### config.mk
export PLATFORM = sky130hd
export DESIGN_NAME = prog_pla
export DESIGN_NICKNAME = d
export VERILOG_FILES = /design/src/rtl/prog_pla_pkg.sv /design/src/rtl/pla_term.sv /design/src/rtl/prog_pla.sv
export SDC_FILE = /design/constraint.sdc
export NUM_CORES = 1
export LEC_CHECK = 0
export CAP_MARGIN = 20
export CORE_ASPECT_RATIO = 1.25
export CORE_MARGIN = 2
export CORE_UTILIZATION = 30
export CTS_CLUSTER_SIZE = 14
export DETAILED_ROUTE_END_ITERATION = 7
export MAX_ROUTING_LAYER = met4
export SETUP_SLACK_MARGIN = 0.1
export SLEW_MARGIN = 0
export SYNTH_ARGS = -nofsm -noshare
export SYNTH_HDL_FRONTEND = slang
export SYNTH_SLANG_ARGS = --single-unit
### constraint.sdc
create_clock -name clk -period 3.4 [get_ports clk]
set_input_delay 0.51 -clock clk [delete_from_list [all_inputs] [get_ports clk]]
set_output_delay 0.51 -clock clk [all_outputs]
set_load 0.02 [all_outputs]
### src/rtl/prog_pla_pkg.sv
// Shared constants and width helpers for the programmable registered PLA.
package prog_pla_pkg;

  // Plane selector values on prog_sel.
  localparam logic SEL_AND = 1'b0;
  localparam logic SEL_OR  = 1'b1;

  // Literal count: state bits sit above the primary inputs.
  function automatic int nl_width(input int n_in, input int n_st);
    return n_in + n_st;
  endfunction

  // Programming word: wide enough for either an AND row or an OR row.
  function automatic int pw_width(input int n_in, input int n_st, input int n_out);
    int and_w;
    int or_w;
    and_w = 2 * (n_in + n_st);
    or_w  = n_out + n_st;
    return (and_w > or_w) ? and_w : or_w;
  endfunction

  // Product-term index width, never narrower than one bit.
  function automatic int addr_width(input int n_pt);
    return (n_pt > 2) ? $clog2(n_pt) : 1;
  endfunction

endpackage

### src/rtl/pla_term.sv
// One AND-plane product term: two mask bits per literal select the true
// and/or complemented literal; both set forces the term low.
module pla_term
  import prog_pla_pkg::*;
#(
  parameter int NL = 3
) (
  input  logic [2*NL-1:0] mask,
  input  logic [NL-1:0]   lits,
  output logic            term
);

  logic [NL-1:0] miss;

  // A literal misses when its included polarity is not the one present.
  // NOTE: always_comb assigns a default first so no path leaves miss unassigned (no latch).
  always_comb begin
    miss = '0;
    for (int i = 0; i < NL; i++) begin
      miss[i] = (mask[2*i] & ~lits[i]) | (mask[2*i+1] & lits[i]);
    end
    term = ~|miss;
  end

endmodule

### src/rtl/prog_pla.sv
// Run-time programmable registered PLA with optional state feedback.
// AND/OR rows are loaded one per accepted write on a valid/ready port.
module prog_pla
  import prog_pla_pkg::*;
#(
  parameter  int N_IN  = 3,
  parameter  int N_ST  = 0,
  parameter  int N_PT  = 8,
  parameter  int N_OUT = 4,
  localparam int NL    = nl_width(N_IN, N_ST),
  localparam int PW    = pw_width(N_IN, N_ST, N_OUT),
  localparam int AW    = addr_width(N_PT),
  localparam int STW   = (N_ST > 0) ? N_ST : 1
) (
  input  logic             clk,
  input  logic             rst_n,
  input  logic             en,
  input  logic [N_IN-1:0]  x,
  input  logic             prog_valid,
  output logic             prog_ready,
  input  logic             prog_sel,
  input  logic [AW-1:0]    prog_addr,
  input  logic [PW-1:0]    prog_data,
  output logic             prog_err,
  output logic [N_OUT-1:0] y,
  output logic [STW-1:0]   st
);

  localparam int ANDW = 2 * NL;
  localparam int ORW  = N_OUT + N_ST;
  localparam logic [AW:0] PT_LIM = (AW+1)'(N_PT);

  logic [ANDW-1:0]  and_plane [N_PT];
  logic [ORW-1:0]   or_plane  [N_PT];
  logic [N_PT-1:0]  term;
  logic [NL-1:0]    lits;
  logic [N_OUT-1:0] y_n;
  logic [STW-1:0]   st_n;
  logic             busy;
  logic             accept;
  logic             addr_ok;

  assign prog_ready = ~busy;
  assign accept     = prog_valid & ~busy;
  assign addr_ok    = ({1'b0, prog_addr} < PT_LIM);

  // Literal vector: registered state above the primary inputs.
  if (N_ST > 0) begin : g_fb
    assign lits = {st, x};
  end else begin : g_nofb
    assign lits = x;
  end

  // AND plane: one term evaluator per row.
  for (genvar r = 0; r < N_PT; r++) begin : g_term
    pla_term #(.NL(NL)) u_term (
      .mask (and_plane[r]),
      .lits (lits),
      .term (term[r])
    );
  end

  // OR plane, output columns: y_n[j] collects every term routed to it.
  always_comb begin
    y_n = '0;
    for (int r = 0; r < N_PT; r++) begin
      y_n = y_n | ({N_OUT{term[r]}} & or_plane[r][N_OUT-1:0]);
    end
  end

  if (N_ST > 0) begin : g_st_n
    // OR plane, state columns feeding the next FSM state.
    always_comb begin
      st_n = '0;
      for (int r = 0; r < N_PT; r++) begin
        st_n = st_n | ({N_ST{term[r]}} & or_plane[r][ORW-1:N_OUT]);
      end
    end
  end else begin : g_st_tie
    assign st_n = '0;
  end

  // Plane storage: reset clears every term, accepted in-range writes load one row.
  // NOTE: the planes are reset because all-terms-off is the defined power-up function.
  always_ff @(posedge clk) begin
    if (!rst_n) begin
      for (int r = 0; r < N_PT; r++) begin
        and_plane[r] <= '1;
        or_plane[r]  <= '0;
      end
    end else if (accept && addr_ok) begin
      if (prog_sel == SEL_AND) begin
        and_plane[prog_addr] <= prog_data[ANDW-1:0];
      end else begin
        or_plane[prog_addr] <= prog_data[ORW-1:0];
      end
    end
  end

  // Programming control: one busy cycle after each accept, error pulse for bad index.
  // NOTE: sequential state uses non-blocking assignments so every register samples pre-edge values.
  always_ff @(posedge clk) begin
    if (!rst_n) begin
      busy     <= 1'b0;
      prog_err <= 1'b0;
    end else begin
      busy     <= accept;
      prog_err <= accept & ~addr_ok;
    end
  end

  // Evaluation registers: update on enabled edges, hold otherwise.
  always_ff @(posedge clk) begin
    if (!rst_n) begin
      y  <= '0;
      st <= '0;
    end else if (en) begin
      y  <= y_n;
      st <= st_n;
    end
  end

endmodule

# --- After elaboration in Yosys (flattened, before gate mapping) ---
# Memory sizes are Yosys's and may differ from the RTL's.
# Cells that the tools add are included.
word_totals:
  reg_bits: 5
  ram_bits: 80
  in_bits: 17
  out_inout_bits: 7
  wordCells: 129
  n_memories: 2
mem_list:
  columns: ["memory", "depth", "word_bits", "read_ports", "rd_ports_with_merged_regs", "wr", "line_no", "rtl"]
  rows:
  - ["and_plane", 8, 6, 8, 0, 8, "prog_pla.sv:33", "logic [ANDW-1:0] and_plane [N_PT];"]
  - ["or_plane", 8, 4, 8, 0, 8, "prog_pla.sv:34", "logic [ORW-1:0] or_plane [N_PT];"]
classes:
  n_mux: 15
  bitwise_logic: 92
  reduce_logical: 18
ops:
  columns: ["operator", "count"]
  rows:
  - ["AND 1 bit", 49]
  - ["AND 4 bit", 8]
  - ["bitwise OR 4 bit", 7]
  - ["bitwise OR 1 bit", 24]
  - ["OR reduction 3 bit", 8]
  - ["2-to-1 mux 1 bit", 11]
  - ["logical NOT 1 bit", 8]
  - ["2-to-1 mux 3 bit", 2]
  - ["2-to-1 mux 6 bit", 1]
  - ["OR reduction 6 bit", 1]
  - ["2-to-1 mux 4 bit", 1]
  - ["NOT 1 bit", 4]
  - ["OR reduction 4 bit", 1]

# --- Longest topological paths before layout ---
logic_depth:
  depth_word: 13
  mapped_depth: 5
  ltp_nobuf: 4

# --- Hierarchy ---
# From an unflattened synthesis, not the netlist that was laid out.
unflattened:
  cells_unflattened: 288
  area_unflattened_um2: 3683.5
modules_own_cells:
  columns: ["mod", "n_inst", "cells_per_inst", "area_per_inst_um2", "seq_area_each_um2"]
  rows:
  - ["prog_pla", 1, 256, 3393.3, 2502.4]
  - ["pla_term", 8, 4, 36.3, 0.0]

# --- Worst setup path after synthesis ---
# Ideal clock, no wire load.
synth_timing:
  path_type: "input-to-reg"
  from: "in rst_n"
  to: "mem and_plane[3][0] in the netlist's numbering, enable pin"
  setup_time_ps: 377
  arrival_ps: 1571
  required_ps: 3023
  slack_ps: 1452
  path_stages: 4
  n_path_buf: 1
  cell_sequence: "nor2b_1 -> nand4b_1 -> clkbuf_1 -> o21ai_0"
synth_rtl:
  columns: ["item", "line_no", "rtl"]
  rows:
  - ["start, declared", "prog_pla.sv:16", "input logic rst_n,"]
  - ["end, declared", "prog_pla.sv:33", null]

# --- Worst setup path after layout ---
layout_timing:
  from: "in x[1]"
  to: "reg y[1]"
layout_between:
  elab_chain_cells: 13
  elab_cells_between_ends: 56
  classes_between: "bitwise: 40; reduce/logical: 16"
layout_rtl:
  columns: ["item", "line_no", "rtl"]
  rows:
  - ["start, declared", "prog_pla.sv:18", "input logic [N_IN-1:0] x,"]
  - ["NOT 1 bit", "pla_term.sv:20", "miss[i] = (mask[2*i] & ~lits[i]) | (mask[2*i+1] & lits[i]);"]
  - ["AND 1 bit", "pla_term.sv:20", null]
  - ["bitwise OR 1 bit", "pla_term.sv:20", null]
  - ["OR reduction 3 bit", "pla_term.sv:22", "term = ~|miss;"]
  - ["logical NOT 1 bit", "pla_term.sv:22", null]
  - ["AND 4 bit", "prog_pla.sv:67", "y_n = y_n | ({N_OUT{term[r]}} & or_plane[r][N_OUT-1:0]);"]
  - ["bitwise OR 4 bit (6 in series)", "prog_pla.sv:67", null]
  - ["bitwise OR 4 bit (*)", "prog_pla.sv:67", null]
  - ["end signal, assigned", "prog_pla.sv:118", "y <= y_n;"]
  - ["end, declared", "prog_pla.sv:25", "output logic [N_OUT-1:0] y,"]
# Every way passes the cells marked *; elsewhere a longest branch is shown, timed or not.
# A chain may end at the register's enable or synchronous reset.

==> run metrics <==
status=completed; hold_ws=roughly 540 ps; synthesized-area fraction occupied by adder cells=0; largest family of logic cells by synthesized area=simple AND/OR/NAND/NOR gates; CTS tree=built; vias in the first global route=2380; num ports=24; GR Util All Layers=0.146; Via density=just under 5; top post-synthesis cells by area=edfxtp_1 62%, and2_1 5.3%, mux2i_1 3.9%; Seq/Total Area, Yosys=0.646; PD cells=between 500 and 600 nW/µm²; total grt overflow=0; DIE HEIGHT=131 µm; Die X=106 µm; drt total wl=9.02 mm; H-tree Lvls=3; initial antenna violation count=0; Critical Path AT=2640 ps; most common cell after layout, fill and taps aside=edfxtp_1; # resized after CTS=0; DR vias=2374; Critical Path Fanout Max=8; fraction of registers with async set/reset=0; largest area contributor in the netlist=edfxtp_1; Hold Path Depth=2; total core area=12700 µm²; Simple-Gate Fraction of Synth Area=0.212; EDFF count, synth=80; CP max-delay cell=clkdlybuf4s50_1; pin count of the biggest net entering global routing=22; Post-route DRC=0; Synth Area in Compound Gates=0.0475; Setup Skew=3.99 ps; Worst path depth=5; Rel. slew slack=0.478; critical path class=in -> reg; Initial Util=0.306; crit start category=primary input; maxcap violations=0; Root Driver=clkbuf_16; CTS Hold Buffers Added=0; number of inserted diodes=0; Main synth FF type=edfxtp_1; worst vdd ir=0.000168 V; Worst-path clk slew=about 60 ps; Gate Count Post-Synth=288; Least-Margin Pin Slew=between 700 and 800 ps; Die Area=about 14000 µm²; Max Fclk=420 MHz; CTS sink cnt=85; First-pass DRT Iterations=4; non-filler cells, final=481; Max Transition Viols Final=0; CP cell instances=clkdlybuf4s50_1 > mux2_2 > nor3_1 > a222oi_1 > a41oi_1; worst skew pair latency=~340 ps; R2R depth=4; multiplexer share of the synthesized area=0.0668; Mapped Area=3870 µm²; wire per inst=about 19 µm; initial DRC count=183; YS warnings=0; top-area cell type share of the netlist area=0.620; Post-Syn Area per Cell=13.5 µm²; hold crit path type=reg -> reg; minimum clock period=2380 ps; critical path required time=about 3700 ps; TritonCTS Buffers=9; HPWL Detailed=6.40 mm; Final Util=0.361; Layout area overhead=17.9%; setup_tns=0 ps; nets@finish=325; Crit path max-delay family=buffers and inverters; synthesized flop and latch total=85; RSZ-0062 raised after global routing=no; CP Capture Type=flip-flop; P_leak=0.00140 µW; post-synthesis xor/xnor area fraction=0; GP Congestion=0.803; commonest non-fill, non-tap cells in the layout=80 x edfxtp_1, 33 x and2_1, 21 x clkdlybuf4s50_1; Buffers & Inverters on Critical Path=1; Tcrit/Tclk final=0.701; area of the multi-input gates=1270 µm²; Post-CTS Setup Inserts=0; final hold vios=0; setup violation total in the final timing report=0; Reg area=about 2500 µm²; fillcell total=1250; share of cells above drive strength 1=0.150; Max clock buf depth=2; distinct cell type count of the synthesized netlist=32; cell row count=46; first-pass GRT wire length=13.9 mm; dpl cells=465; CP peak stage delay=840 ps; PortBufs=21; Post-DRT Antenna Nets=0
-- cell type report --
class	count	area share
multi-input combinational	184	0.278
sequential	85	0.548
inverter	2	0.00164
clock inverter	4	0.0156
clock buffer	12	0.0562
tap	168	0.0460
timing repair buffer	26	0.0542
-- stage by stage --
step	setup slack (ps)	power, µW	cell area (µm²)
finish	1020	2370	4570
detailed placement	688	1330	4240
global route	906	2440	4570
CTS	1050	2390	4570
floorplan	1450	1270	3880
global placement	735	1330	4240
-- routing by layer --
layer	vias to the layer above	wire [µm]	global-route usage
met5	-	0	-
li1	1120	-	-
met1	1185	3570	0.153
met2	53	4950	0.263
met4	0	221	0.0720
met3	16	280	0.0292
-- sequential cells by signal, indices dropped and copies added (netlist names) --
register / count
busy: 1
or_plane: 32
y: 4
and_plane: 48
-- report_power, final --
part | total, µW | switching, µW | internal [µW]
clock | 1060 | 378 | 681
sequential | 1180 | 12.5 | 1170
combinational | 127 | 81.8 | 45.5
total | 2370 | 473 | 1900
-- cells in the mapped netlist, types with 5 or more instances --
master    count
nand2_1       6
clkbuf_1     13
nor2_1        7
and4_1        8
mux2i_1      15
or3_1        18
nand2b_1     19
mux2_2        7
edfxtp_1     80
or2_2        18
dfxtp_1       5
o21ai_0      13
and2_1       33
nor3_1        6
-- worst register-to-register path, stage by stage (launching register included) --
cell,delay (ps)
dfxtp_1,310
nor2b_1,240
nand4_1,360
nor3_1,470
nand2b_1,260
-- path summary, 6_finish.rpt --
path / start / to / slack (ps)
max: x[1] / y[1] / 1020
min: y[3] / y[3] / 540
max reg2reg: busy / or_plane[1][3] / 1460
min reg2reg: y[3] / y[3] / 540
-- cell families (layout without fill, tap and decap cells) --
kind of cell | Yosys count | in the layout
AND/OR/NAND/NOR | 131 | 131
flip-flops | 85 | 85
AO/OA/AOI/OAI | 27 | 27
multiplexers | 24 | 24
buffers and inverters | 20 | 44
other | 1 | 2
Note: power is estimated with default switching activity, not from simulation.
